`config.mk`:
```
export PLATFORM = sky130hd
export DESIGN_NAME = bus_rd_tracker
export DESIGN_NICKNAME = d
export VERILOG_FILES = /design/src/rtl/bus_rd_tracker.sv
export SDC_FILE = /design/constraint.sdc
export NUM_CORES = 1
export LEC_CHECK = 0
export CAP_MARGIN = 20
export CORE_MARGIN = 1.5
export CORE_UTILIZATION = 55
export CTS_BUF_LIST = sky130_fd_sc_hd__clkbuf_4
export DETAILED_ROUTE_END_ITERATION = 10
export DONT_BUFFER_PORTS = 1
export PLACE_DENSITY_LB_ADDON = 0.1
export SYNTH_ARGS = -nofsm -noshare
export SYNTH_HDL_FRONTEND = slang
export SYNTH_SLANG_ARGS = --single-unit
```
`constraint.sdc`:
```
create_clock -name clk_i -period 5.1 [get_ports clk_i]
set_clock_uncertainty 0.05 [all_clocks]
set_input_delay 1.02 -clock clk_i [delete_from_list [all_inputs] [get_ports clk_i]]
set_output_delay 1.02 -clock clk_i [all_outputs]
set_load 0.1 [all_outputs]
```
`src/rtl/bus_rd_tracker.sv`:
```
// Read-transaction tracker: per-ID outstanding counters that throttle the AR channel
// and flag unexpected R lasts. Optional stall timer under BUS_RD_TRACKER_TIMEOUT_EN.
module bus_rd_tracker #(
  parameter  int AW          = 32,
  parameter  int IDW         = 4,
  parameter  int MAX_OUT     = 8,
  parameter  int TIMEOUT_CYC = 1024,
  localparam int NID         = 2**IDW,
  localparam int CW          = $clog2(MAX_OUT + 1),
  localparam int OW          = $clog2(NID * MAX_OUT + 1)
) (
  input  logic           clk_i,
  input  logic           rst_ni,
  input  logic           ar_valid_i,
  output logic           ar_ready_o,
  input  logic [IDW-1:0] ar_id_i,
  input  logic [AW-1:0]  ar_addr_i,
  output logic           ar_valid_o,
  output logic [AW-1:0]  ar_addr_o,
  output logic [IDW-1:0] ar_id_o,
  input  logic           ar_ready_i,
  input  logic           r_valid_i,
  input  logic           r_ready_i,
  input  logic           r_last_i,
  input  logic [IDW-1:0] r_id_i,
  output logic [OW-1:0]  outstanding_o,
  output logic           err_unexp_o,
  output logic [IDW-1:0] err_id_o,
  output logic           timeout_o
);

  localparam logic [CW-1:0] MAX_CNT = CW'(MAX_OUT);

  if (MAX_OUT < 1 || MAX_OUT > 255 || TIMEOUT_CYC < 1) begin : g_bad_param
    $error("bus_rd_tracker: MAX_OUT must be 1..255 and TIMEOUT_CYC >= 1");
  end

  logic [CW-1:0]  cnt_q [NID];
  logic [OW-1:0]  total_q;
  logic [NID-1:0] inc_vec;
  logic [NID-1:0] dec_vec;
  logic           blk;
  logic           accept;
  logic           r_last_hs;
  logic           r_cnt_zero;
  logic           retire;
  logic           unexp;

  // Blocking is decided on the current count only; a same-cycle retire does not open a slot.
  assign blk        = (cnt_q[ar_id_i] == MAX_CNT);
  assign ar_valid_o = ar_valid_i & ~blk;
  assign ar_ready_o = ar_ready_i & ~blk;
  assign ar_addr_o  = ar_addr_i;
  assign ar_id_o    = ar_id_i;

  assign accept     = ar_valid_o & ar_ready_i;
  assign r_last_hs  = r_valid_i & r_ready_i & r_last_i;
  assign r_cnt_zero = (cnt_q[r_id_i] == '0);
  assign retire     = r_last_hs & ~r_cnt_zero;
  assign unexp      = r_last_hs & r_cnt_zero;

  always_comb begin
    inc_vec = '0;
    dec_vec = '0;
    if (accept) inc_vec[ar_id_i] = 1'b1;
    if (retire) dec_vec[r_id_i]  = 1'b1;
  end

  always_ff @(posedge clk_i or negedge rst_ni) begin
    if (!rst_ni) begin
      for (int i = 0; i < NID; i++) cnt_q[i] <= '0;
      total_q <= '0;
    end else begin
      for (int i = 0; i < NID; i++) begin
        if (inc_vec[i] && !dec_vec[i])      cnt_q[i] <= cnt_q[i] + CW'(1);
        else if (dec_vec[i] && !inc_vec[i]) cnt_q[i] <= cnt_q[i] - CW'(1);
      end
      if (accept && !retire)      total_q <= total_q + OW'(1);
      else if (retire && !accept) total_q <= total_q - OW'(1);
    end
  end

  assign outstanding_o = total_q;

  always_ff @(posedge clk_i or negedge rst_ni) begin
    if (!rst_ni) begin
      err_unexp_o <= 1'b0;
      err_id_o    <= '0;
    end else begin
      err_unexp_o <= unexp;
      if (unexp) err_id_o <= r_id_i;
    end
  end

`ifdef BUS_RD_TRACKER_TIMEOUT_EN
  localparam int TW = $clog2(TIMEOUT_CYC + 1);

  logic [TW-1:0] timer_q;
  logic          timeout_q;
  logic          stalled;

  // The timer counts edges with reads pending and no retire; it saturates at the limit.
  assign stalled = (total_q != '0) && !retire;

  always_ff @(posedge clk_i or negedge rst_ni) begin
    if (!rst_ni) begin
      timer_q   <= '0;
      timeout_q <= 1'b0;
    end else begin
      if (!stalled)                       timer_q <= '0;
      else if (timer_q != TW'(TIMEOUT_CYC)) timer_q <= timer_q + TW'(1);
      if (stalled && (timer_q == TW'(TIMEOUT_CYC - 1))) timeout_q <= 1'b1;
    end
  end

  assign timeout_o = timeout_q;
`else
  assign timeout_o = 1'b0;
`endif

endmodule

```
==> flow_summary_export.csv, run 1 <==
group,metric,value,unit
status,outcome,"complete, no violations",
timing,fmax,250,MHz
floorplanning,initial_utilization,56.5,%
clock_tree,cts_setup_buffers,0,
grt,grt_max_degree,78,
synth,synth_ff_type,"dfrtp_1",
grt,antenna_found_initial,0,
synth,syn_nets,663,
floorplanning,core,9730,um2
detailed_routing,wl,10300,um
floorplanning,die_area,10600,um2
layout,diodes,0,
floorplanning,io_pins,99,
timing,finalCriticalPeriod,4.00,ns
placed_design,port_buffers,0,
synth,async_flop_share,100,%
clock_tree,cts_tree,"built",
power_and_ir_drop,p_per_area,599,nW/um2
synth,synth.distinct_cells,42,
detailed_routing,drt_pass1_iterations,4,
layout,fin_util,56.4,%
timing,slew_headroom,33.0,%
timing,finalCritPeriodShare,78.5,%
synth,synthAdderAreaFrac,18.9,%
floorplanning,rows,36,
detailed_routing,first_iter_violations,128,
clock_tree,cts.sink_count,77,
placed_design,dp_hpwl,7840,um
timing,setup_viol,0,
timing,tightest_slew,1.01,ns
synth,synth_compound_area_share,9.81,%
synth,synth_edf_count,0,
layout,area_growth,-0.136,%
setup_path,arrival,4.24,ns
grt,grt_pass1_vias,3651,
synth,synthMuxAreaShare,5.33,%
timing,fin_tns_setup,0,ns
synth,synth_top_family_by_area,"adder cells",
setup_path,start_kind,"input pin",
grt,grt_pass1_wl,17600,um
power_and_ir_drop,peakVddDrop,377,uV
power_and_ir_drop,power_leakage,2.35,nW
clock_tree,clk_pin_slew,0.13,ns
placed_design,gp_congestion,0.847,
synth,synth_warnings,0,
timing,rsz0062_at_grt,"no",
clock_tree,clock-root-buffer,"clkbuf_4",
synth,yosysSeqAreaShare,35.0,%
job,drv_cap,0,
synth,synth.area.top_cells,"dfrtp_1, ha_1, xnor2_1",
timing,drv_slew,0,
clock_tree,cts_resized,0,
floorplanning,die_w,103,um
layout,n_fill_cell,883,
timing,finalHoldViolations,0,
synth,yosys_register_bits,77,
setup_path,path_cells,"inv_2 > mux2_2 > mux4_2 > a221oi_2 > nand2_1 > ha_1 > inv_1 > ha_1 > a21o_1 > a21oi_1 > o211ai_1 > and3_1 > o21ba_2 > xor2_1",
clock_tree,hold_buffers,0,
min_path,hold_path.class,"input pin to async pin",
synth,synthSimpleGateAreaFrac,12.2,%
synth,syn_avg_cell_area,10.1,um2
setup_path,worst_setup_path_end_kind,"flip-flop",
synth,syn_inst,543,
synth,synth.top_cell.area_share,35.0,%
synth,synth-xor-area-share,11.3,%
setup_path,worstSetupPathType,"input pin to flip-flop",
synth,synth.cell_area,5500,um2
clock_tree,clock_path_buffers,2,
timing,whs,0.202,ns
clock_tree,clk_latency,0.44,ns
layout,layout.nets,633,
detailed_routing,antenna_left,0,
clock_tree,htreeDepth,3,
setup_path,required,5.33,ns
synth,yosysTopAreaCell,"dfrtp_1",
setup_path,cp_max_fo,9,
detailed_routing,dr_total_vias,3569,
detailed_routing,wl_per_cell,15.8,um
synth,synth.most_common_cell,"dfrtp_1",
floorplanning,die_h,103,um
detailed_routing,drcViolationCount,0,
layout,drive_gt1_share,9.65,%
setup_path,timing.critical_path.slowest_cell_delay,0.50,ns
setup_path,cpMaxStageDelayCell,"mux4_2",
synth,synth_common_cells,"dfrtp_1, ha_1, xnor2_1",
setup_path,path_common_cell,"ha_1",
clock_tree,cts_buffers,9,
grt,grt.overflow.total,0,
grt,grt_use_total,21.8,%
detailed_routing,vias_per_cell,5.48,
layout make-up:
class / instances / area, um2 / area share, %
sequential: 77 / 1930 / 35.1
multi-input combinational: 398 / 3170 / 57.8
timing repair buffer: 3 / 22.5 / 0.410
clock buffer: 13 / 97.6 / 1.78
inverter: 24 / 90.1 / 1.64
tap: 133 / 166 / 3.03
clock inverter: 3 / 12.5 / 0.228
where the power goes:
part | total (mW) | switching, mW | leakage (nW) | internal, mW
clock | 0.325 | 0.206 | 0.0669 | 0.119
sequential | 1.59 | 0.701 | 0.952 | 0.892
combinational | 1.37 | 0.624 | 1.33 | 0.749
total | 3.29 | 1.53 | 2.35 | 1.76
through the flow:
stage	setup WS, ns	power (mW)	instances	area (um2)
2_1_floorplan	0.399	2.82	543	5500
3_3_place_gp	0.760	2.92	635	5380
3_5_place_dp	0.639	2.98	635	5380
4_1_cts	1.12	3.33	651	5490
5_1_grt	0.881	3.60	651	5490
6_report	1.10	3.29	651	5490
kinds of logic (layout without fill, tap and decap cells):
family          count (synthesis)  in the layout
simple gates                  146            146
fa+ha+maj                      73             73
xor+xnor                       71             71
flops                          77             77
compound gates                 83             83
mux                            24             24
other cells                     1              1
buf+inv                        68             43
worst paths after layout:
check / from / endpoint / slack (ns) / depth (start not counted)
worst max-delay path: r_id_i[2] / outstanding_o[7]$_DFFE_PN0P_ / 1.10 / 14
worst min-delay path: rst_ni / cnt_q[6]$_DFFE_PN0P_ / 0.20 / 0
worst max register to register: cnt_q[28]$_DFFE_PN0P_ / outstanding_o[7]$_DFFE_PN0P_ / 1.21 / 14
worst min register to register: cnt_q[43]$_DFFE_PN0P_ / cnt_q[43]$_DFFE_PN0P_ / 0.44 / 1
max in group asynchronous: rst_ni / cnt_q[52]$_DFFE_PN0P_ / 4.66 / 0
min in group clk_i: cnt_q[43]$_DFFE_PN0P_ / cnt_q[43]$_DFFE_PN0P_ / 0.44 / 1
worst max-delay path, delay by kind of cell:
family                   cells  cell delay [ns]
AO/OA/AOI/OAI                5             1.08
adder cells (fa/ha/maj)      2             0.52
multiplexers                 2             0.84
XOR/XNOR                     1             0.14
buffers and inverters        2             0.30
AND/OR/NAND/NOR              2             0.32
placed cells by master, fill, tap and decap left out, drive strengths merged, types with 3 or more instances in the layout:
master / instances
ha: 56
fa: 17
inv: 24
nor3: 17
nor2b: 4
clkinv: 3
nand3: 11
xor2: 16
a311oi: 3
dfrtp: 77
clkbuf: 13
o21ai: 24
mux2: 22
nand2: 45
nand4b: 3
o211ai: 4
nor4: 8
buf: 3
a32o: 3
a21oi: 20
nor2: 45
or3: 3
a21o: 19
xnor2: 55
flip-flops by register name, indices dropped and copies added, names as in the netlist:
register and cells:
cnt_q 64, outstanding_o 8, err_id_o 4, err_unexp_o 1
routing by layer:
| metal | global-route usage (%) | up-vias | routed length (um) |
|---|---|---|---|
| met5 | 0 | - | 0 |
| li1 | - | 1776 | - |
| met2 | 32.6 | 58 | 4500 |
| met4 | 8.73 | 0 | 215 |
| met3 | 6.17 | 30 | 537 |
| met1 | 29.9 | 1705 | 5010 |
No activity file was read; power rests on OpenSTA's default activity.
==> run 2: changes to the inputs <==
==> constraint.sdc (replaced) <==
create_clock -name clk_i -period 3.44 [get_ports clk_i]
set_clock_uncertainty 0.05 [all_clocks]
set_input_delay 0.688 -clock clk_i [delete_from_list [all_inputs] [get_ports clk_i]]
set_output_delay 0.688 -clock clk_i [all_outputs]
set_load 0.1 [all_outputs]
==> run 2 against run 1 <==
Compared with the run above: combinational power grew 110%; final cell count up 12%; first-iteration DRC count up 22%; via count increased by 11%; worst setup slack lost 1.0 ns; global-route usage is 1.8 points higher; non-clock buffer count is 78 higher; core utilization is 7.4 points higher; critical endpoint unchanged; largest power group is now combinational cells; highest routed layer unchanged.
==> flow_summary_export.csv, run 2 (same netlist as run 1, synthesis figures left out) <==
group,metric,value,unit
status,outcome,"complete, no violations",
setup_path,path_cells,"nor4_4 > mux2_4 > mux4_2 > a221oi_2 > nand2_1 > ha_2 > clkinv_4 > ha_4 > a21o_1 > a21oi_2 > o211ai_1 > and3_1 > o21ba_4 > xor2_1",
detailed_routing,drt_pass1_iterations,4,
placed_design,dp.cells,705,
placed_design,place_worst_setup_slack,-0.160,ns
detailed_routing,antenna_left,0,
grt,antenna_found_initial,0,
timing,finalCritPeriodShare,97.1,%
layout,layout_common_cells,"buf_4, dfrtp_1, xnor2_1, ha_1, nand2_1",
layout,regMostFlops,"cnt_q",
timing,setup_viol,0,
grt,grt_max_degree,78,
detailed_routing,dr_total_vias,3965,
placed_design,dp_hpwl,8550,um
floorplanning,io_pins,99,
layout,layout.nets,711,
clock_tree,clock_path_buffers,2,
power_and_ir_drop,power_leakage,2.75,nW
layout,diodes,0,
grt,grt.overflow.total,0,
timing,rsz0062_at_grt,"yes",
setup_path,cp_max_fo,7,
floorplanning,rows,36,
layout,n_fill_cell,830,
floorplanning,die_area,10600,um2
clock_tree,cts_tree,"built",
setup_path,required,3.69,ns
floorplanning,die_w,103,um
detailed_routing,wl,11300,um
timing,slew_headroom,35.1,%
setup_path,start_kind,"flip-flop",
setup_path,timing.critical_path.slowest_cell_delay,0.50,ns
timing,drv_slew,0,
clock_tree,htreeDepth,3,
layout,layout_commonest_cell,"buf_4",
floorplanning,initial_utilization,56.5,%
placed_design,port_buffers,0,
timing,whs,0.0860,ns
job,drv_cap,0,
timing,setup_ws,0.0984,ns
detailed_routing,m1WireLength,4700,um
detailed_routing,routed.top_layer,"met4",
floorplanning,die_h,103,um
setup_path,worstSetupPathType,"flip-flop to flip-flop",
setup_path,arrival,3.59,ns
detailed_routing,wl_per_cell,15.6,um
grt,grt_use_total,23.6,%
detailed_routing,drcViolationCount,0,
clock_tree,cts_buffers,9,
power_and_ir_drop,peakVddDrop,443,uV
clock_tree,clk_latency,0.44,ns
detailed_routing,wl_met3,829,um
timing,finalHoldViolations,0,
clock_tree,cts.sink_count,77,
detailed_routing,vias_per_cell,5.46,
clock_tree,clk_pin_slew,0.12,ns
setup_path,worst_setup_path_end_kind,"flip-flop",
clock_tree,clock-root-buffer,"clkbuf_4",
setup_path,cpMaxStageDelayCell,"mux4_2",
min_path,hold_path.class,"input pin to async pin",
timing,fmax,299,MHz
detailed_routing,first_iter_violations,156,
grt,grt_pass1_wl,19100,um
power_and_ir_drop,p_per_area,882,nW/um2
detailed_routing,wl_met2,5600,um
grt,grt_pass1_vias,4057,
layout,area_growth,12.9,%
floorplanning,core,9730,um2
layout,drive_gt1_share,24.3,%
placed_design,gp_congestion,0.830,
timing,tightest_slew,0.973,ns
layout,largest_reg_flops,64,
layout,final_cells,726,
timing,finalCriticalPeriod,3.34,ns
-- run 2: cell count changes in the layout (fill, tap and decap cells not counted), moves of 3 or more --
cell      change
a21oi_1       -5
dfrtp_2       +4
a21oi_2       +5
dfrtp_1       -4
buf_4        +75
clkbuf_4      -3
-- run 2: critical path: cells and delay by family, from the launching register on --
kind / cells / cell delay (ns)
compound gates: 5 / 0.92
mux: 2 / 0.77
flops: 1 / 0.44
fa+ha+maj: 2 / 0.41
simple gates: 3 / 0.40
xor+xnor: 1 / 0.13
buf+inv: 1 / 0.08
-- run 2: through the flow --
step | total power [mW] | setup TNS [ns] | cell area (um2) | utilization (%)
after global placement | 4.73 | -0.641 | 5950 | 61.2
after CTS | 5.42 | 0 | 6090 | 62.6
after global routing | 5.97 | -0.253 | 6210 | 63.8
after floorplan | 4.22 | -1.01 | 5560 | -
after detailed placement | 4.85 | -1.15 | 5950 | 61.2
final | 5.48 | 0 | 6210 | 63.8
-- run 2: metal layers --
metal  global-route usage (%)  vias to the layer above
met5                        0                        -
met4                     8.32                        0
met3                     8.34                       17
met2                     39.8                      111
met1                     28.0                     1907
li1                         -                     1930
-- run 2: worst paths after layout --
path / from / end / slack, ns / depth (start not counted)
worst max register to register: cnt_q[7]$_DFFE_PN0P_ / outstanding_o[7]$_DFFE_PN0P_ / 0.1 / 14
max in group asynchronous: rst_ni / cnt_q[20]$_DFFE_PN0P_ / 2.92 / 1
worst min register to register: cnt_q[43]$_DFFE_PN0P_ / cnt_q[43]$_DFFE_PN0P_ / 0.43 / 1
min in group clk_i: r_id_i[2] / err_id_o[2]$_DFFE_PN0P_ / 0.34 / 1
worst max-delay path: cnt_q[7]$_DFFE_PN0P_ / outstanding_o[7]$_DFFE_PN0P_ / 0.1 / 14
worst min-delay path: rst_ni / cnt_q[11]$_DFFE_PN0P_ / 0.09 / 1
-- run 2: repair_timing --
item                                   CTS  global route
gates resized for setup                  0            16
hold buffers                             1             0
buffers inserted                         0             8
endpoints found under the hold margin   77             0
setup endpoints to repair                0            11
-- run 2: cell type report --
cell class	instances	area [um2]	area share, %
multi-input combinational	398	3250	52.4
sequential	77	1930	31.1
timing repair buffer	81	636	10.2
tap	133	166	2.68
inverter	24	103	1.65
clock buffer	10	75.1	1.21
clock inverter	3	40.0	0.645
-- run 2: where the power goes --
group / internal (mW) / switching [mW] / total (mW)
combinational: 1.49 / 1.44 / 2.93
sequential: 1.33 / 0.698 / 2.03
clock: 0.216 / 0.302 / 0.518
total: 3.04 / 2.44 / 5.48
==> edit 1 (settings of run 2) <==
Set the parameter `AW` to 64 (it was 32).
--- a/src/rtl/bus_rd_tracker.sv
+++ b/src/rtl/bus_rd_tracker.sv
@@ -1,7 +1,7 @@
 // Read-transaction tracker: per-ID outstanding counters that throttle the AR channel
 // and flag unexpected R lasts. Optional stall timer under BUS_RD_TRACKER_TIMEOUT_EN.
 module bus_rd_tracker #(
-  parameter  int AW          = 32,
+  parameter  int AW          = 64,
   parameter  int IDW         = 4,
   parameter  int MAX_OUT     = 8,
   parameter  int TIMEOUT_CYC = 1024,
Interface: changed (resized ar_addr_i and ar_addr_o); port bits go from 99 to 163. No check against the original RTL was run, so the function may have changed too.
==> edit 1 against run 2 <==
Highest routed layer unchanged. Core utilization fell by 3.7 points. Worst hold slack got worse by 0.018 ns. Critical path depth is the same. Largest cell class unchanged. Design area down 0.93%. Sequential cell count did not move. Worst setup slack worse by 0.014 ns. Wire length hardly changed. Synthesized area grew 4.4%. Total power shrank 2.8%.
==> edit 1: results (changes against run 2) <==
status=finished, final reports clean (unchanged); clock latency on the worst-skew pair=0.46 ns (was 0.44 ns); # placed instances=706 (was 705); Via density=5.50 (was 5.46); placed cell area=5940 sq um (was 5950 sq um); first-pass GRT wire length=19700 um (was 19100 um); number of core rows=37 (was 36); Routability Congestion=0.847 (was 0.830); Pleak=2.72 nW (was 2.75 nW); Post-Route WL=11300 um (about the same); post-layout min period=3.36 ns (was 3.34 ns); post_cts resized=2 (was 0); GRT Total Usage=22.6% (was 23.6%); Compound-Gate Fraction of Synth Area=9.40% (was 9.81%); Layout Nets=739 (was 711); syn nets=727 (was 663); worst r2r src=cnt_q[14] (was cnt_q[7]); Post-synth top cells=77 x dfrtp_1, 69 x buf_4, 56 x ha_1, 55 x xnor2_1, 45 x nand2_1 (was 77 x dfrtp_1, 56 x ha_1, 55 x xnor2_1, 45 x nand2_1, 44 x nor2_1); WP data arrival=3.61 ns (was 3.59 ns); post-CTS setup buffers=3 (was 0); post-synthesis mux area share=5.10% (was 5.33%); Mapped Cells=575 (was 543); Synth area leaders=dfrtp_1 34%, ha_1 12%, buf_4 9.0%, xnor2_1 8.4%, fa_1 5.9% (was dfrtp_1 35%, ha_1 13%, xnor2_1 8.8%, fa_1 6.2%, buf_4 5.1%); WL per Instance=15.6 um (about the same); dpl ws=-0.255 ns (was -0.160 ns); Worst VDD drop=521 uV (was 443 uV); max_slew headroom=36.0% (was 35.1%); hold slack final=0.0684 ns (was 0.0860 ns)
edit 1: cell count changes in the layout (fill, tap and decap cells not counted), sizes merged:
cell / change
buf: -4
clkinv: +3
bufinv: -1
clkinvlp: +1
edit 1: metal layers:
layer	part of all wire (%)	vias up	GRT usage, %
met2	48	115	37.4
met4	2.7	0	11.1
met1	42	1938	26.3
li1	-	1922	-
met3	6.8	31	7.17
met5	0	-	0
edit 1: cell type report:
type | instances | area (sq um) | share of cell area, %
multi-input combinational | 398 | 3240 | 52.8
timing repair buffer | 77 | 598 | 9.73
clock inverter | 6 | 30.0 | 0.488
clock buffer | 10 | 75.1 | 1.22
inverter | 24 | 103 | 1.67
tap | 136 | 170 | 2.77
sequential | 77 | 1930 | 31.4
edit 1: worst max path at each step:
stage,depth (start not counted),to,startpoint
final,14,outstanding_o[7],cnt_q[14]
after global placement,14,outstanding_o[7],r_id_i[2]
after CTS,14,outstanding_o[7],cnt_q[14]
after global routing,14,outstanding_o[7],cnt_q[14]
after floorplan,15,outstanding_o[7],r_id_i[2]
after detailed placement,14,cnt_q[15],r_id_i[2]
edit 1: cell families (layout without fill, tap and decap cells):
logic type / Yosys count / after routing
multiplexers: 24 / 24
other: 1 / 1
AND/OR/NAND/NOR: 146 / 146
buffers and inverters: 100 / 117
adder cells (fa/ha/maj): 73 / 73
flip-flops: 77 / 77
XOR/XNOR: 71 / 71
AO/OA/AOI/OAI: 83 / 83
edit 1: where the power goes:
group | leakage, nW | internal [W] | switching, W
logic | 1.71 | 0.00146 | 0.00139
registers | 0.951 | 0.00133 | 0.000677
clock network | 0.0610 | 0.000148 | 0.000321
total | 2.72 | 0.00294 | 0.00239
==> edit 2 (config.mk and constraints of run 2) <==
Without the edit above. Put one more register stage on the output `err_id_o`, with the module's reset. The value now appears one clock later. The other outputs are not delayed to match.
--- a/src/rtl/bus_rd_tracker.sv
+++ b/src/rtl/bus_rd_tracker.sv
@@ -30,6 +30,8 @@
 );
 
   localparam logic [CW-1:0] MAX_CNT = CW'(MAX_OUT);
+
+  logic [IDW-1:0] err_id_s0;
 
   if (MAX_OUT < 1 || MAX_OUT > 255 || TIMEOUT_CYC < 1) begin : g_bad_param
     $error("bus_rd_tracker: MAX_OUT must be 1..255 and TIMEOUT_CYC >= 1");
@@ -85,10 +87,10 @@
   always_ff @(posedge clk_i or negedge rst_ni) begin
     if (!rst_ni) begin
       err_unexp_o <= 1'b0;
-      err_id_o    <= '0;
+      err_id_s0   <= '0;
     end else begin
       err_unexp_o <= unexp;
-      if (unexp) err_id_o <= r_id_i;
+      if (unexp) err_id_s0 <= r_id_i;
     end
   end
 
@@ -118,5 +120,13 @@
   assign timeout_o = 1'b0;
 `endif
 
+  always_ff @(posedge clk_i or negedge rst_ni) begin
+    if (!rst_ni) begin
+      err_id_o <= '0;
+    end else begin
+      err_id_o <= err_id_s0;
+    end
+  end
+
 endmodule
 
Behaviour: not the same (a bounded check fails within 4 cycles, from zero or initial values and one cycle with rst_ni low).
==> edit 2 against run 2 <==
Wire length grew 0.52%. Synthesized cell count grew 0.74%. Synthesized area grew 1.8%. Via count shrank 0.30%. Design area grew 1.7%. Sequential cell count grew 4. Combinational power shrank 4%. Total power grew 2.1%. Worst setup slack gained 0.0099 ns. First-iteration DRC count grew 26%. Die area grew 1.8%. Critical endpoint unchanged. Largest cell class unchanged. Largest power group unchanged.
==> edit 2: results (changes against run 2) <==
status=finished, final reports clean (unchanged); WP data arrival=3.58 ns (was 3.59 ns); WL per Instance=15.8 um (was 15.6 um); Compound-Gate Fraction of Synth Area=9.63% (was 9.81%); Seq/Total Area, Yosys=36.2% (was 35.0%); area of the multi-input gates=3290 sq um (was 3250 sq um); Mapped Cells=547 (was 543); DRT Pass-1 Iters=5 (was 4); GRT Total Usage=23.2% (was 23.6%); Fill cells=845 (was 830); Post-synth top cells=81 x dfrtp_1, 56 x ha_1, 55 x xnor2_1, 45 x nand2_1, 44 x nor2_1 (was 77 x dfrtp_1, 56 x ha_1, 55 x xnor2_1, 45 x nand2_1, 44 x nor2_1); Worst VDD drop=513 uV (was 443 uV); vias in the first global route=4101 (was 4057); M1 WL=5180 um (was 4700 um); Clock-cell share=2.56% (was 1.85%); post-route cell area=6310 sq um (was 6210 sq um); Pleak=2.76 nW (was 2.75 nW); layout cells sized above 1=23.8% (was 24.3%); first-pass GRT wire length=20200 um (was 19100 um); met3 GRT Util=5.70% (was 8.34%); Routability Congestion=0.878 (was 0.830); met2 WL=5420 um (was 5600 um); HPWL Detailed=8490 um (was 8550 um); count of plain and timing-repair buffers in the layout=70 (was 81); vias post-DR=3953 (was 3965); Layout Nets=704 (was 711); metal3 WL=636 um (was 829 um); Post-Layout Cell Count=722 (was 726); M2 GR Usage=36.5% (was 39.8%); worst r2r src=cnt_q[14] (was cnt_q[7]); NonClk Buf Share=8.71% (was 10.2%)
## edit 2: cell types whose count changed after synthesis
cell and change:
dfrtp_1 +4
## edit 2: what timing repair did
action,4_1_cts,5_1_grt
endpoints found under the hold margin,81,0
hold buffers,1,0
setup endpoints to repair,1,11
pin swaps,0,13
gates resized for setup,2,27
setup buffers,1,7
## edit 2: worst max-delay path by stage
| stage | startpoint | to | slack [ns] | cells after the start |
|---|---|---|---|---|
| after floorplan | r_id_i[2] | outstanding_o[7] | -0.17 | 15 |
| after global placement | r_id_i[2] | outstanding_o[7] | -0.18 | 14 |
| after detailed placement | r_id_i[2] | outstanding_o[7] | -0.22 | 14 |
| after CTS | cnt_q[16] | outstanding_o[7] | 0.01 | 14 |
| after global routing | cnt_q[14] | outstanding_o[7] | -0.05 | 14 |
| final | cnt_q[14] | outstanding_o[7] | 0.11 | 14 |
## edit 2: metrics by stage
step	TNS, ns	power [W]	hold WS (ns)	worst slack (ns)	utilization (%)
after floorplan	-1.01	0.00429	0.300	-0.167	-
after global placement	-1.00	0.00470	0.308	-0.178	60.7
after detailed placement	-1.62	0.00482	0.310	-0.216	60.7
after CTS	0	0.00552	0.0833	0.0114	62.7
after global routing	-0.0627	0.00609	0.0826	-0.0509	64.3
final	0	0.00559	0.0814	0.108	64.3
## edit 2: logic make-up after synthesis
family / Yosys count
AO/OA/AOI/OAI: 83
XOR/XNOR: 71
adder cells (fa/ha/maj): 73
buffers and inverters: 68
flip-flops: 81
multiplexers: 24
other: 1
AND/OR/NAND/NOR: 146
## edit 2: where the power goes
part	leakage [nW]	internal [W]	switching, W
combinational	1.68	0.00143	0.00139
clock	0.0839	0.000295	0.000353
sequential	0.993	0.00140	0.000729
